File: src/rtl/serial_sub8.sv
// serial_sub8
// Bit-serial 8-bit subtractor: diff = a - b - bin (mod 256), one bit per
// clock, LSB first, through a single full-subtractor cell.
//
// Ports:
//   clk    in   1  rising-edge clock
//   rst    in   1  synchronous active-high reset
//   start  in   1  request, honoured only in IDLE or DONE
//   a      in   8  minuend, captured on the accepting edge
//   b      in   8  subtrahend, captured on the accepting edge
//   bin    in   1  borrow-in, captured on the accepting edge
//   busy   out  1  high while bits are being computed (RUN)
//   done   out  1  single-cycle completion pulse (DONE)
//   diff   out  8  registered difference
//   bout   out  1  borrow-out of bit 7 (unsigned a < b + bin)
//   zero   out  1  diff == 0
//   ovf    out  1  signed overflow of the subtraction
module serial_sub8 (
  input  logic       clk,
  input  logic       rst,
  input  logic       start,
  input  logic [7:0] a,
  input  logic [7:0] b,
  input  logic       bin,
  output logic       busy,
  output logic       done,
  output logic [7:0] diff,
  output logic       bout,
  output logic       zero,
  output logic       ovf
);

  typedef enum logic [1:0] {
    IDLE = 2'd0,
    RUN  = 2'd1,
    DONE = 2'd2
  } state_t;

  state_t     state_reg, state_next;

  // Latched operands and serial working state
  logic [7:0] a_reg, a_next;
  logic [7:0] b_reg, b_next;
  logic [7:0] res_reg, res_next;
  logic [2:0] idx_reg, idx_next;
  logic       br_reg, br_next;

  // Result registers, written only when the last bit completes
  logic [7:0] diff_reg, diff_next;
  logic       bout_reg, bout_next;
  logic       zero_reg, zero_next;
  logic       ovf_reg, ovf_next;

  // Full-subtractor cell operating on the currently indexed bit
  logic       a_bit, b_bit, d_bit, borrow_bit;
  logic [7:0] bit_sel;
  logic [7:0] res_upd;

  assign a_bit      = a_reg[idx_reg];
  assign b_bit      = b_reg[idx_reg];
  assign d_bit      = a_bit ^ b_bit ^ br_reg;
  assign borrow_bit = (~a_bit & b_bit) | (~(a_bit ^ b_bit) & br_reg);

  // One-hot select of the result bit being written this cycle
  genvar gi;
  generate
    for (gi = 0; gi < 8; gi++) begin : g_sel
      assign bit_sel[gi] = (idx_reg == 3'(gi));
    end
  endgenerate

  // Result register with the current bit replaced by the cell output;
  // at idx 7 this is the complete difference, used for the flags too.
  assign res_upd = (res_reg & ~bit_sel) | ({8{d_bit}} & bit_sel);

  always_comb begin
    state_next = state_reg;
    a_next     = a_reg;
    b_next     = b_reg;
    res_next   = res_reg;
    idx_next   = idx_reg;
    br_next    = br_reg;
    diff_next  = diff_reg;
    bout_next  = bout_reg;
    zero_next  = zero_reg;
    ovf_next   = ovf_reg;

    case (state_reg)
      IDLE, DONE: begin
        // DONE accepts a new request exactly like IDLE, giving
        // back-to-back operation with start held high.
        if (start) begin
          a_next     = a;
          b_next     = b;
          br_next    = bin;
          idx_next   = 3'd0;
          res_next   = 8'h00;
          state_next = RUN;
        end else begin
          state_next = IDLE;
        end
      end

      RUN: begin
        res_next = res_upd;
        br_next  = borrow_bit;
        if (idx_reg == 3'd7) begin
          state_next = DONE;
          diff_next  = res_upd;
          bout_next  = borrow_bit;
          zero_next  = (res_upd == 8'h00);
          // Overflow only possible when operand signs differ and the
          // result sign departs from the minuend's sign.
          ovf_next   = (a_reg[7] ^ b_reg[7]) & (res_upd[7] ^ a_reg[7]);
        end else begin
          idx_next = idx_reg + 3'd1;
        end
      end

      default: state_next = IDLE;
    endcase
  end

  always_ff @(posedge clk) begin
    if (rst) begin
      state_reg <= IDLE;
      a_reg     <= 8'h00;
      b_reg     <= 8'h00;
      res_reg   <= 8'h00;
      idx_reg   <= 3'd0;
      br_reg    <= 1'b0;
      diff_reg  <= 8'h00;
      bout_reg  <= 1'b0;
      zero_reg  <= 1'b0;
      ovf_reg   <= 1'b0;
    end else begin
      state_reg <= state_next;
      a_reg     <= a_next;
      b_reg     <= b_next;
      res_reg   <= res_next;
      idx_reg   <= idx_next;
      br_reg    <= br_next;
      diff_reg  <= diff_next;
      bout_reg  <= bout_next;
      zero_reg  <= zero_next;
      ovf_reg   <= ovf_next;
    end
  end

  // Status decoded straight from the state register, so busy and done
  // are mutually exclusive and done lasts exactly one cycle.
  assign busy = (state_reg == RUN);
  assign done = (state_reg == DONE);
  assign diff = diff_reg;
  assign bout = bout_reg;
  assign zero = zero_reg;
  assign ovf  = ovf_reg;

endmodule

File: config.mk
export PLATFORM = sky130hd
export DESIGN_NAME = serial_sub8
export DESIGN_NICKNAME = d
export VERILOG_FILES = /design/src/rtl/serial_sub8.sv
export SDC_FILE = /design/constraint.sdc
export NUM_CORES = 1
export LEC_CHECK = 0
export CAP_MARGIN = 10
export CORE_ASPECT_RATIO = 0.5
export CORE_UTILIZATION = 45
export DETAILED_ROUTE_END_ITERATION = 8
export PLACE_DENSITY = 0.77
export SETUP_SLACK_MARGIN = 0.02
export SLEW_MARGIN = 20
export SYNTH_ARGS = -nofsm -noshare
export SYNTH_HDL_FRONTEND = slang
export SYNTH_SLANG_ARGS = --single-unit
File: constraint.sdc
create_clock -name clk -period 2.99 [get_ports clk]
set_input_delay 0.7475 -clock clk [delete_from_list [all_inputs] [get_ports clk]]
set_output_delay 0.7475 -clock clk [all_outputs]
set_load 0.02 [all_outputs]
==> results.toml <==
[floorplanning]
pin_count = 33
dieArea_um2 = 4700
core_um2 = 4060
rows = 16
initial_utilization = 0.488
dieWidth_um = 95.9
die_y_um = 49.0

[placement]
dp_hpwl_um = 2880
gp_congestion = 0.765
port-buffer-count = 32

[setup_path]
path_buf_inv = 1
reg2reg_to = "zero$_SDFFE_PP0P_"
cp_top_family = "multiplexers"
cp.arrival_ns = 2.98
reg2regPathDepth = 8
critPathMaxFanout = 13
path_cells = "mux4_2 -> nand2_1 -> and2_1 -> inv_1 -> fa_1 -> mux2i_1 -> nand4b_1 -> o31ai_1"
crit_slowest_cell = "fa_1"
critical_path_class = "reg2reg"
start_kind = "flip-flop"
worstPathRequired_ns = 3.20
r2r_slack_ns = 0.21
critPathCaptureType = "flip-flop"
timing.critical_path.from = "idx_reg[0]$_SDFFE_PP0P_"
setup.worst_path.end = "zero$_SDFFE_PP0P_"
critPathMaxStageDelay_ns = 0.64
r2r_start = "idx_reg[0]$_SDFFE_PP0P_"
path_depth = 8

[detailed_routing]
drtIter0Drc = 33
vias_per_cell = 5.20
vias = 1601
wl_per_cell_um = 13.3
drc = 0
drt_pre_antenna_iters = 4
ant_nets = 0
route.final.wire_length_um = 4090

[logic_synthesis]
syn-instance-count = 227
ys_ff_latch = 41
synth_fa_ha_area_frac = 0.0580
async_flop_share = 0
synth_top_area_frac = 0.414
synth_area_leader_cell = "dfxtp_1"
synth_nets = 255
synth_cell_types = 40
synth_ff_type = "dfxtp_1"
synth_compound_area_frac = 0.167
synth_area_per_cell_um2 = 8.74
synth-edff-count = 0
synth_top_family_by_area = "simple AND/OR/NAND/NOR gates"
synthSimpleGateAreaFrac = 0.222
yosysSeqAreaShare = 0.414
syn_area_um2 = 1980
ys_warn_count = 0
muxShareOfSynthArea = 0.0763
synth_xor_area_frac = 0
synthTopCellsByArea = "dfxtp_1 (41%), nand2_1 (7.9%), a21oi_1 (5.5%), nor2_1 (5.1%), mux4_2 (4.5%)"

[timing]
worst_pin_slew_ns = 0.632
finalSetupViolCount = 0
slew_viol_final = 0
fmax_mhz = 360
worst_clock_skew_ns = 0.00864
worst_hold_slack_ns = 0.463
fin_crit_sh = 0.929
rsz0062_at_grt = "no"
tns_ns = 0
maxSlewHeadroom = 0.578
fin_crit_ns = 2.78
hold_violations = 0

[finish]
regArea_um2 = 821
multi_input_area_um2 = 1040
finalNetCount = 282
area_growth_pct = 20.9
drive_gt1_frac = 0.118
diodes = 0
fillers = 359

[cts]
clkTransAtPathRegs_ns = 0.08
clockRootBuffer = "clkbuf_8"
cts_sinks = 41
cts_resized = 0
cts_buffers = 5
htree_levels = 2
clock_latency_ns = 0.29
hold_buffers = 0
cts_setup_buffers = 0
clk_path_buf_depth = 2
cts_tree = "built"

[global_routing]
grt_max_degree = 43
grt_pass1_wl_um = 7010
grt_usage = 0.198
gr-total-overflow = 0
grt_pass1_vias = 1508
antenna_found_initial = 0

[status]
status = "finished clean"

[hold_path]
hold_path_class = "reg2reg"

[power]
p_per_area_nw_per_um2 = 462
p_leak_nw = 0.860
peakVddDrop_mv = 0.226

[run]
maxCapViolations = 0
-- placed cells by master (no fill, tap or decap), types with 2 or more instances in the layout --
| master | count |
|---|---|
| a211oi_2 | 7 |
| fa_1 | 2 |
| nand2b_1 | 2 |
| ha_1 | 6 |
| nor2_1 | 27 |
| and2_1 | 3 |
| nor2b_1 | 8 |
| nor3_1 | 2 |
| clkbuf_8 | 6 |
| clkdlybuf4s50_1 | 32 |
| inv_1 | 7 |
| a31oi_1 | 2 |
| nand3b_1 | 2 |
| mux2i_1 | 5 |
| a21oi_1 | 22 |
| mux4_2 | 4 |
| nor2_2 | 2 |
| a21oi_2 | 2 |
| a2bb2oi_1 | 3 |
| a21boi_0 | 2 |
| o21ai_0 | 3 |
| nand3_1 | 3 |
| dfxtp_1 | 41 |
| nand2_1 | 42 |
| buf_4 | 4 |
| a22oi_1 | 2 |
-- synth_stat cells (3+ instances only) --
cell type  number
a2bb2oi_1       3
mux4_2          4
nand3_1         3
inv_1           7
o21ai_0         3
and2_1          3
clkbuf_1        7
nor2_1         27
ha_1            6
a211oi_2        7
nor2b_1         8
buf_2           5
mux2i_1         5
dfxtp_1        41
a21oi_1        22
nand2_1        42
-- worst min-delay path, stage by stage (launching register included) --
cell,delay [ns]
dfxtp_1,0.32
nand2_1,0.05
a21oi_1,0.05
-- area by class of cell --
type	count	area share
multi-input combinational	162	0.433
timing repair buffer	36	0.146
inverter	8	0.0136
clock buffer	6	0.0344
sequential	41	0.342
tap	54	0.0282
clock inverter	1	0.00313
-- layer usage --
metal | global-route usage | share of wire | vias to the layer above
met5 | 0 | 0 | -
met4 | 0.0746 | 0.016 | 0
met3 | 0.0467 | 0.039 | 6
met2 | 0.324 | 0.46 | 35
met1 | 0.254 | 0.49 | 746
li1 | - | - | 814
-- kinds of logic after synthesis --
| logic type | after synthesis |
|---|---|
| AND/OR/NAND/NOR | 97 |
| flip-flops | 41 |
| adder cells (fa/ha/maj) | 8 |
| multiplexers | 10 |
| buffers and inverters | 24 |
| AO/OA/AOI/OAI | 47 |
-- where the power goes --
group	internal [mW]	switching, mW	leakage (nW)	total [mW]
Sequential	0.564	0.0139	0.333	0.578
Clock	0.182	0.188	0.0433	0.370
Combinational	0.0735	0.0862	0.483	0.160
Total	0.820	0.288	0.860	1.11
-- worst min path at each step --
| stage | to | depth (start not counted) | start | slack [ns] |
|---|---|---|---|---|
| after global routing | a_reg[1]$_SDFFE_PP0P_ | 2 | a_reg[1]$_SDFFE_PP0P_ | 0.49 |
| after CTS | b_reg[3]$_SDFFE_PP0P_ | 2 | b_reg[3]$_SDFFE_PP0P_ | 0.47 |
| after floorplan | a_reg[2]$_SDFFE_PP0P_ | 2 | a_reg[2]$_SDFFE_PP0P_ | 0.43 |
| after detailed placement | b_reg[3]$_SDFFE_PP0P_ | 2 | b_reg[3]$_SDFFE_PP0P_ | 0.45 |
| final | b_reg[3]$_SDFFE_PP0P_ | 2 | b_reg[3]$_SDFFE_PP0P_ | 0.46 |
| after global placement | a_reg[4]$_SDFFE_PP0P_ | 2 | a_reg[4]$_SDFFE_PP0P_ | 0.45 |
-- metrics by stage --
step	power, mW	cells	instance area, um^2	setup WS (ns)	utilization
floorplan	0.698	227	1980	0.438	-
global placement	0.744	301	2310	0.348	0.568
detailed placement	0.749	301	2310	0.242	0.568
CTS	1.11	308	2400	0.212	0.591
global route	1.16	308	2400	0.0825	0.591
finish	1.11	308	2400	0.212	0.591
Note: power is estimated with default switching activity, not from simulation.
